## config.mk

```make
export PLATFORM = sky130hd
export DESIGN_NAME = pipe_scheduler
export DESIGN_NICKNAME = d
export VERILOG_FILES = /design/src/rtl/pipe_scheduler.sv
export SDC_FILE = /design/constraint.sdc
export NUM_CORES = 1
export LEC_CHECK = 0
export CAP_MARGIN = 20
export CORE_MARGIN = 2
export CORE_UTILIZATION = 49
export CTS_CLUSTER_DIAMETER = 100
export DETAILED_ROUTE_END_ITERATION = 8
export HOLD_SLACK_MARGIN = 0.08
export PLACE_DENSITY = 0.77
export SYNTH_ARGS = -nofsm -noshare
export SYNTH_HDL_FRONTEND = slang
export SYNTH_SLANG_ARGS = --single-unit
```

## constraint.sdc

```tcl
create_clock -name Clk -period 4 [get_ports Clk]
set_input_delay 1.2 -clock Clk [delete_from_list [all_inputs] [get_ports Clk]]
set_output_delay 1.2 -clock Clk [all_outputs]
set_load 0.01 [all_outputs]
```

## src/rtl/pipe_scheduler.sv

```systemverilog
// Pipe obstacle scheduler: scrolls a pool of pipe slots, spawns/retires pipes and keeps score.
// Optional feature macro: PIPE_SPEEDUP_EN (scroll speed grows with score, capped at 4 px/frame).
module pipe_scheduler #(
    parameter int NUM_PIPES    = 3,
    parameter int SPEED        = 1,
    parameter int SPAWN_X      = 550,
    parameter int SPAWN_FRAMES = 120,
    parameter int GAP_MIN      = 80,
    parameter int BIRD_X       = 200
) (
    input  logic                   Clk,
    input  logic                   Reset_n,
    input  logic                   FrameTick,
    input  logic                   Start,
    input  logic                   Collide,
    input  logic                   Restart,
    output logic [10*NUM_PIPES-1:0] PipeX,
    output logic [10*NUM_PIPES-1:0] PipeY,
    output logic [NUM_PIPES-1:0]   PipeValid,
    output logic                   Running,
    output logic [7:0]             Score,
    output logic                   ScorePulse
);

    typedef enum logic [1:0] {
        ST_IDLE = 2'd0,
        ST_RUN  = 2'd1,
        ST_DEAD = 2'd2
    } state_e;

    localparam logic [9:0] SPAWN_X_C  = 10'(SPAWN_X);
    localparam logic [9:0] GAP_MIN_C  = 10'(GAP_MIN);
    localparam logic [9:0] BIRD_X_C   = 10'(BIRD_X);
    localparam logic [9:0] SPEED_C    = 10'(SPEED);
    localparam logic [7:0] CNT_LAST_C = 8'(SPAWN_FRAMES - 1);

    function automatic logic [9:0] lfsr_next(input logic [9:0] cur);
        return {cur[8:0], cur[9] ^ cur[6]};
    endfunction

    state_e                        state_q, state_d;
    logic [NUM_PIPES-1:0][9:0]     x_q, x_d;
    logic [NUM_PIPES-1:0][9:0]     y_q, y_d;
    logic [NUM_PIPES-1:0]          v_q, v_d;
    logic [7:0]                    score_q, score_d;
    logic                          pulse_q, pulse_d;
    logic                          running_q, running_d;
    logic [7:0]                    cnt_q, cnt_d;
    logic [9:0]                    lfsr_q;
    logic [9:0]                    speed_cur_s;
    logic [9:0]                    new_x_s;
    logic [2:0]                    events_s;
    logic [8:0]                    score_sum_s;
    logic                          taken_s;

`ifdef PIPE_SPEEDUP_EN
    logic [9:0] speed_sum_s;
    assign speed_sum_s = SPEED_C + {5'd0, score_q[7:3]};
    assign speed_cur_s = (speed_sum_s > 10'd4) ? 10'd4 : speed_sum_s;
`else
    assign speed_cur_s = SPEED_C;
`endif

    // Next-state logic for the game FSM, pipe slots, score and spawn counter.
    always_comb begin
        state_d     = state_q;
        x_d         = x_q;
        y_d         = y_q;
        v_d         = v_q;
        score_d     = score_q;
        pulse_d     = 1'b0;
        cnt_d       = cnt_q;
        new_x_s     = 10'd0;
        events_s    = 3'd0;
        score_sum_s = 9'd0;
        taken_s     = 1'b0;
        case (state_q)
            ST_IDLE: begin
                x_d     = '0;
                y_d     = '0;
                v_d     = '0;
                score_d = 8'd0;
                if (Start) begin
                    state_d = ST_RUN;
                    cnt_d   = CNT_LAST_C;
                end else begin
                    state_d = ST_IDLE;
                end
            end
            ST_RUN: begin
                if (Collide) begin
                    state_d = ST_DEAD;
                end else if (FrameTick) begin
                    for (int i = 0; i < NUM_PIPES; i++) begin
                        if (v_q[i]) begin
                            if (x_q[i] <= speed_cur_s) begin
                                v_d[i] = 1'b0;
                            end else begin
                                new_x_s = x_q[i] - speed_cur_s;
                                x_d[i]  = new_x_s;
                                if ((x_q[i] >= BIRD_X_C) && (new_x_s < BIRD_X_C)) begin
                                    events_s = events_s + 3'd1;
                                end else begin
                                    events_s = events_s;
                                end
                            end
                        end else begin
                            v_d[i] = 1'b0;
                        end
                    end
                    // Spawn only into a slot that was already free before this tick.
                    if (cnt_q == CNT_LAST_C) begin
                        cnt_d = 8'd0;
                        for (int i = 0; i < NUM_PIPES; i++) begin
                            if (!v_q[i] && !taken_s) begin
                                taken_s = 1'b1;
                                x_d[i]  = SPAWN_X_C;
                                y_d[i]  = GAP_MIN_C + {3'b000, lfsr_q[6:0]};
                                v_d[i]  = 1'b1;
                            end else begin
                                taken_s = taken_s;
                            end
                        end
                    end else begin
                        cnt_d = cnt_q + 8'd1;
                    end
                    score_sum_s = {1'b0, score_q} + {6'd0, events_s};
                    if (score_sum_s > 9'd255) begin
                        score_d = 8'd255;
                    end else begin
                        score_d = score_sum_s[7:0];
                    end
                    pulse_d = (events_s != 3'd0);
                end else begin
                    state_d = ST_RUN;
                end
            end
            ST_DEAD: begin
                if (Restart) begin
                    state_d = ST_IDLE;
                    x_d     = '0;
                    y_d     = '0;
                    v_d     = '0;
                    score_d = 8'd0;
                end else begin
                    state_d = ST_DEAD;
                end
            end
            default: begin
                state_d = ST_IDLE;
                x_d     = '0;
                y_d     = '0;
                v_d     = '0;
                score_d = 8'd0;
            end
        endcase
        running_d = (state_d == ST_RUN);
    end

    // State and output registers; the LFSR free-runs in every state.
    always_ff @(posedge Clk or negedge Reset_n) begin
        if (!Reset_n) begin
            state_q   <= ST_IDLE;
            x_q       <= '0;
            y_q       <= '0;
            v_q       <= '0;
            score_q   <= 8'd0;
            pulse_q   <= 1'b0;
            running_q <= 1'b0;
            cnt_q     <= 8'd0;
            lfsr_q    <= 10'h001;
        end else begin
            state_q   <= state_d;
            x_q       <= x_d;
            y_q       <= y_d;
            v_q       <= v_d;
            score_q   <= score_d;
            pulse_q   <= pulse_d;
            running_q <= running_d;
            cnt_q     <= cnt_d;
            lfsr_q    <= lfsr_next(lfsr_q);
        end
    end

    assign PipeX      = x_q;
    assign PipeY      = y_q;
    assign PipeValid  = v_q;
    assign Running    = running_q;
    assign Score      = score_q;
    assign ScorePulse = pulse_q;

endmodule

```

==> results.cfg <==
[sta]
rsz0062_at_grt = true
final-setup-viol-count = 0
slew_viol_final = 0
fin_crit_ps = 3960
fmax_mhz = 252
finalSetupTns_ps = 0
worst_hold_slack_ps = 376
finalCritPeriodShare = 0.990
finalHoldViolCount = 0
maxSlewHeadroom = 0.470
tightestPinTransition_ps = 795
finalClockSkew_ps = 10.3

[clock_tree]
clock_sinks = 87
clk_pin_slew_ps = 100
cts_root_buf = clkbuf_8
clk_path_buf_depth = 2
cts_made_buffers = 9
clk_latency_ps = 380
h-tree-depth = 3
cts_tree = done
ctsHoldBuffers = 0

[global_route]
grt_overflow = 0
grt_usage = 0.253
grt_max_degree = 64
antenna_found_initial = 0
grt_pass1_vias = 4239
grt_pass1_wl_um = 20800

[route]
wl_um = 12500
firstDrtPassIters = 5
wire_per_inst_um = 16.2
via_count = 4400
drcViolationCount = 0
routed_via_density = 5.71
detail-route-antenna-nets = 0
drtIter0Drc = 289

[run_status]
status = finished clean

[placed_design]
placed_cell_area_um2 = 5940
hpwl_um = 8770
place_congestion = 0.929
io_buffers = 72

[finish]
mostFrequentLayoutCell = dfrtp_1
fin_util = 0.652
area_growth_pct = 31.3
fillers = 802
drive_gt1_frac = 0.190
nets = 654
antenna_cells = 0
layout_common_cells = dfrtp_1, clkdlybuf4s50_1, nor2_1, buf_4, nand2_1
design_area_um2 = 6280

[critical_path]
r2r_cells = 18
reg2reg_to = Score[6]$_DFFE_PN0P_
critical_path.max_stage_delay_ps = 450
worstPathMaxFanout = 5
critPathArrivalTime_ps = 4230
critical-path-top-delay-family = adder cells
critPathLaunchType = flop
reg2reg_from = PipeX[1]$_DFFE_PN0P_
end_kind = flop
crit_type = reg -> reg
required_ps = 4270
r2r_setup_slack_ps = 40
worstPathCellList = buf_4 -> nor2_1 -> nand3_1 -> a31o_2 -> a221oi_2 -> ha_1 -> mux2_4 -> ha_4 -> mux2_4 -> inv_2 -> fa_2 -> nor2b_2 -> o21ai_2 -> nor2_2 -> buf_4 -> nand2_2 -> o21ai_1 -> a21oi_1
cp_num_buf_inv = 3
cp_slowest_cell = dfrtp_2

[run]
maxCapViolations = 0

[power]
p_leak_nw = 2.79
max-vdd-ir-drop_v = 0.000303
total_power_mw = 3.07
p_per_area_nw_per_um2 = 488

[logic_synthesis]
ys_seq_area_frac = 0.455
netlist_area_um2 = 4780
synth_area_per_cell_um2 = 9.22
synth_edf_count = 0
synthTopCellsByArea = dfrtp_1, o21ai_0, nor2_1
synth_seq_cells = 87
synthArstFlopShare = 1.00
ys_warn_count = 0
synth_ff_type = dfrtp_1
synth_top_area_cell = dfrtp_1
syn-instance-count = 519
ys_types = 67
netlist.area_leader.share = 0.450

[worst_hold_path]
whs_path_depth = 0
hold_path_class = reg -> reg
min_to = lfsr_q[9]$_DFF_PN0_
min_from = lfsr_q[8]$_DFF_PN0_

[floorplanning]
ioPinCount = 79
floorplan.core_area_um2 = 9640
die_height_um = 103
row_count = 36
initial_core_util = 0.496
dieArea_um2 = 10600
fp.dieW_um = 103
report_power, final:
group | internal (mW) | switching [mW] | leakage [nW]
Combinational | 0.523 | 0.811 | 1.51
Clock | 0.324 | 0.369 | 0.113
Sequential | 0.970 | 0.0722 | 1.17
Total | 1.82 | 1.25 | 2.79
timing repair:
item | CTS | global route
setup endpoints to repair | 8 | 8
pin swaps | 7 | 11
resized for setup | 5 | 20
setup buffers | 3 | 2
cell usage after synthesis (4+ instances only):
library cell	number
o31ai_1	4
buf_4	6
o21ai_0	53
clkbuf_1	16
nor2b_1	6
nand2_1	54
a21o_1	9
and3_1	6
nor4_1	5
dfrtp_1	86
xnor2_1	12
a22o_1	6
ha_1	15
inv_1	19
nor2_1	55
nand3_1	23
or3_1	4
nor3_1	13
xor2_1	14
a21oi_1	25
a211oi_1	5
and2_1	7
mux2_2	6
worst max path at each step:
stage | from | endpoint | slack [ps] | cells after the start
after floorplan | PipeX[3]$_DFFE_PN0P_ | Score[4]$_DFFE_PN0P_ | 1 | 17
after global placement | PipeX[1]$_DFFE_PN0P_ | Score[5]$_DFFE_PN0P_ | 20 | 17
after detailed placement | PipeX[6]$_DFFE_PN0P_ | Score[1]$_DFFE_PN0P_ | -150 | 17
after CTS | PipeX[1]$_DFFE_PN0P_ | Score[1]$_DFFE_PN0P_ | 2 | 18
after global routing | PipeX[10]$_DFFE_PN0P_ | Score[6]$_DFFE_PN0P_ | -70 | 21
final | PipeX[1]$_DFFE_PN0P_ | Score[6]$_DFFE_PN0P_ | 40 | 18
layer usage:
metal,part of all wire,track usage,up-vias
met2,0.47,0.403,152
met4,0.025,0.0972,0
met3,0.057,0.0502,27
met5,0,0,-
li1,-,-,2056
met1,0.44,0.344,2165
sequential cells by signal (all words and copies together) (netlist names):
register	cells
PipeValid	3
PipeX	30
PipeY	24
Running	1
Score	8
ScorePulse	1
cnt_q	8
lfsr_q	10
state_q	2
through the flow:
step           setup WS [ps]  std cells
6_report                39.3        770
2_1_floorplan           1.13        524
5_1_grt                -70.1        770
4_1_cts                 2.24        768
3_5_place_dp            -150        749
3_3_place_gp            18.3        748
layout make-up:
class	count	area, um2	area share
Timing Repair Buffer	125	1120	0.178
Multi-Input combinational cell	389	2520	0.402
Clock buffer	10	138	0.0219
Clock inverter	6	81.3	0.0129
Sequential cell	87	2180	0.347
Tap cell	133	166	0.0265
Inverter	20	75.1	0.0119
cells by family (layout without fill, tap and decap cells):
group | after synthesis | count (layout) | synth area share
adders and majority gates | 16 | 16 | 0.0434
buffers and inverters | 48 | 161 | 0.0468
AOI/OAI and AO/OA | 134 | 134 | 0.183
and+or+nand+nor | 199 | 199 | 0.204
other | 1 | 6 | 0.000784
muxes | 8 | 8 | 0.0194
DFF | 87 | 87 | 0.455
xor gates and xnor gates | 26 | 26 | 0.0476
Power figures use the tool's default switching activity.
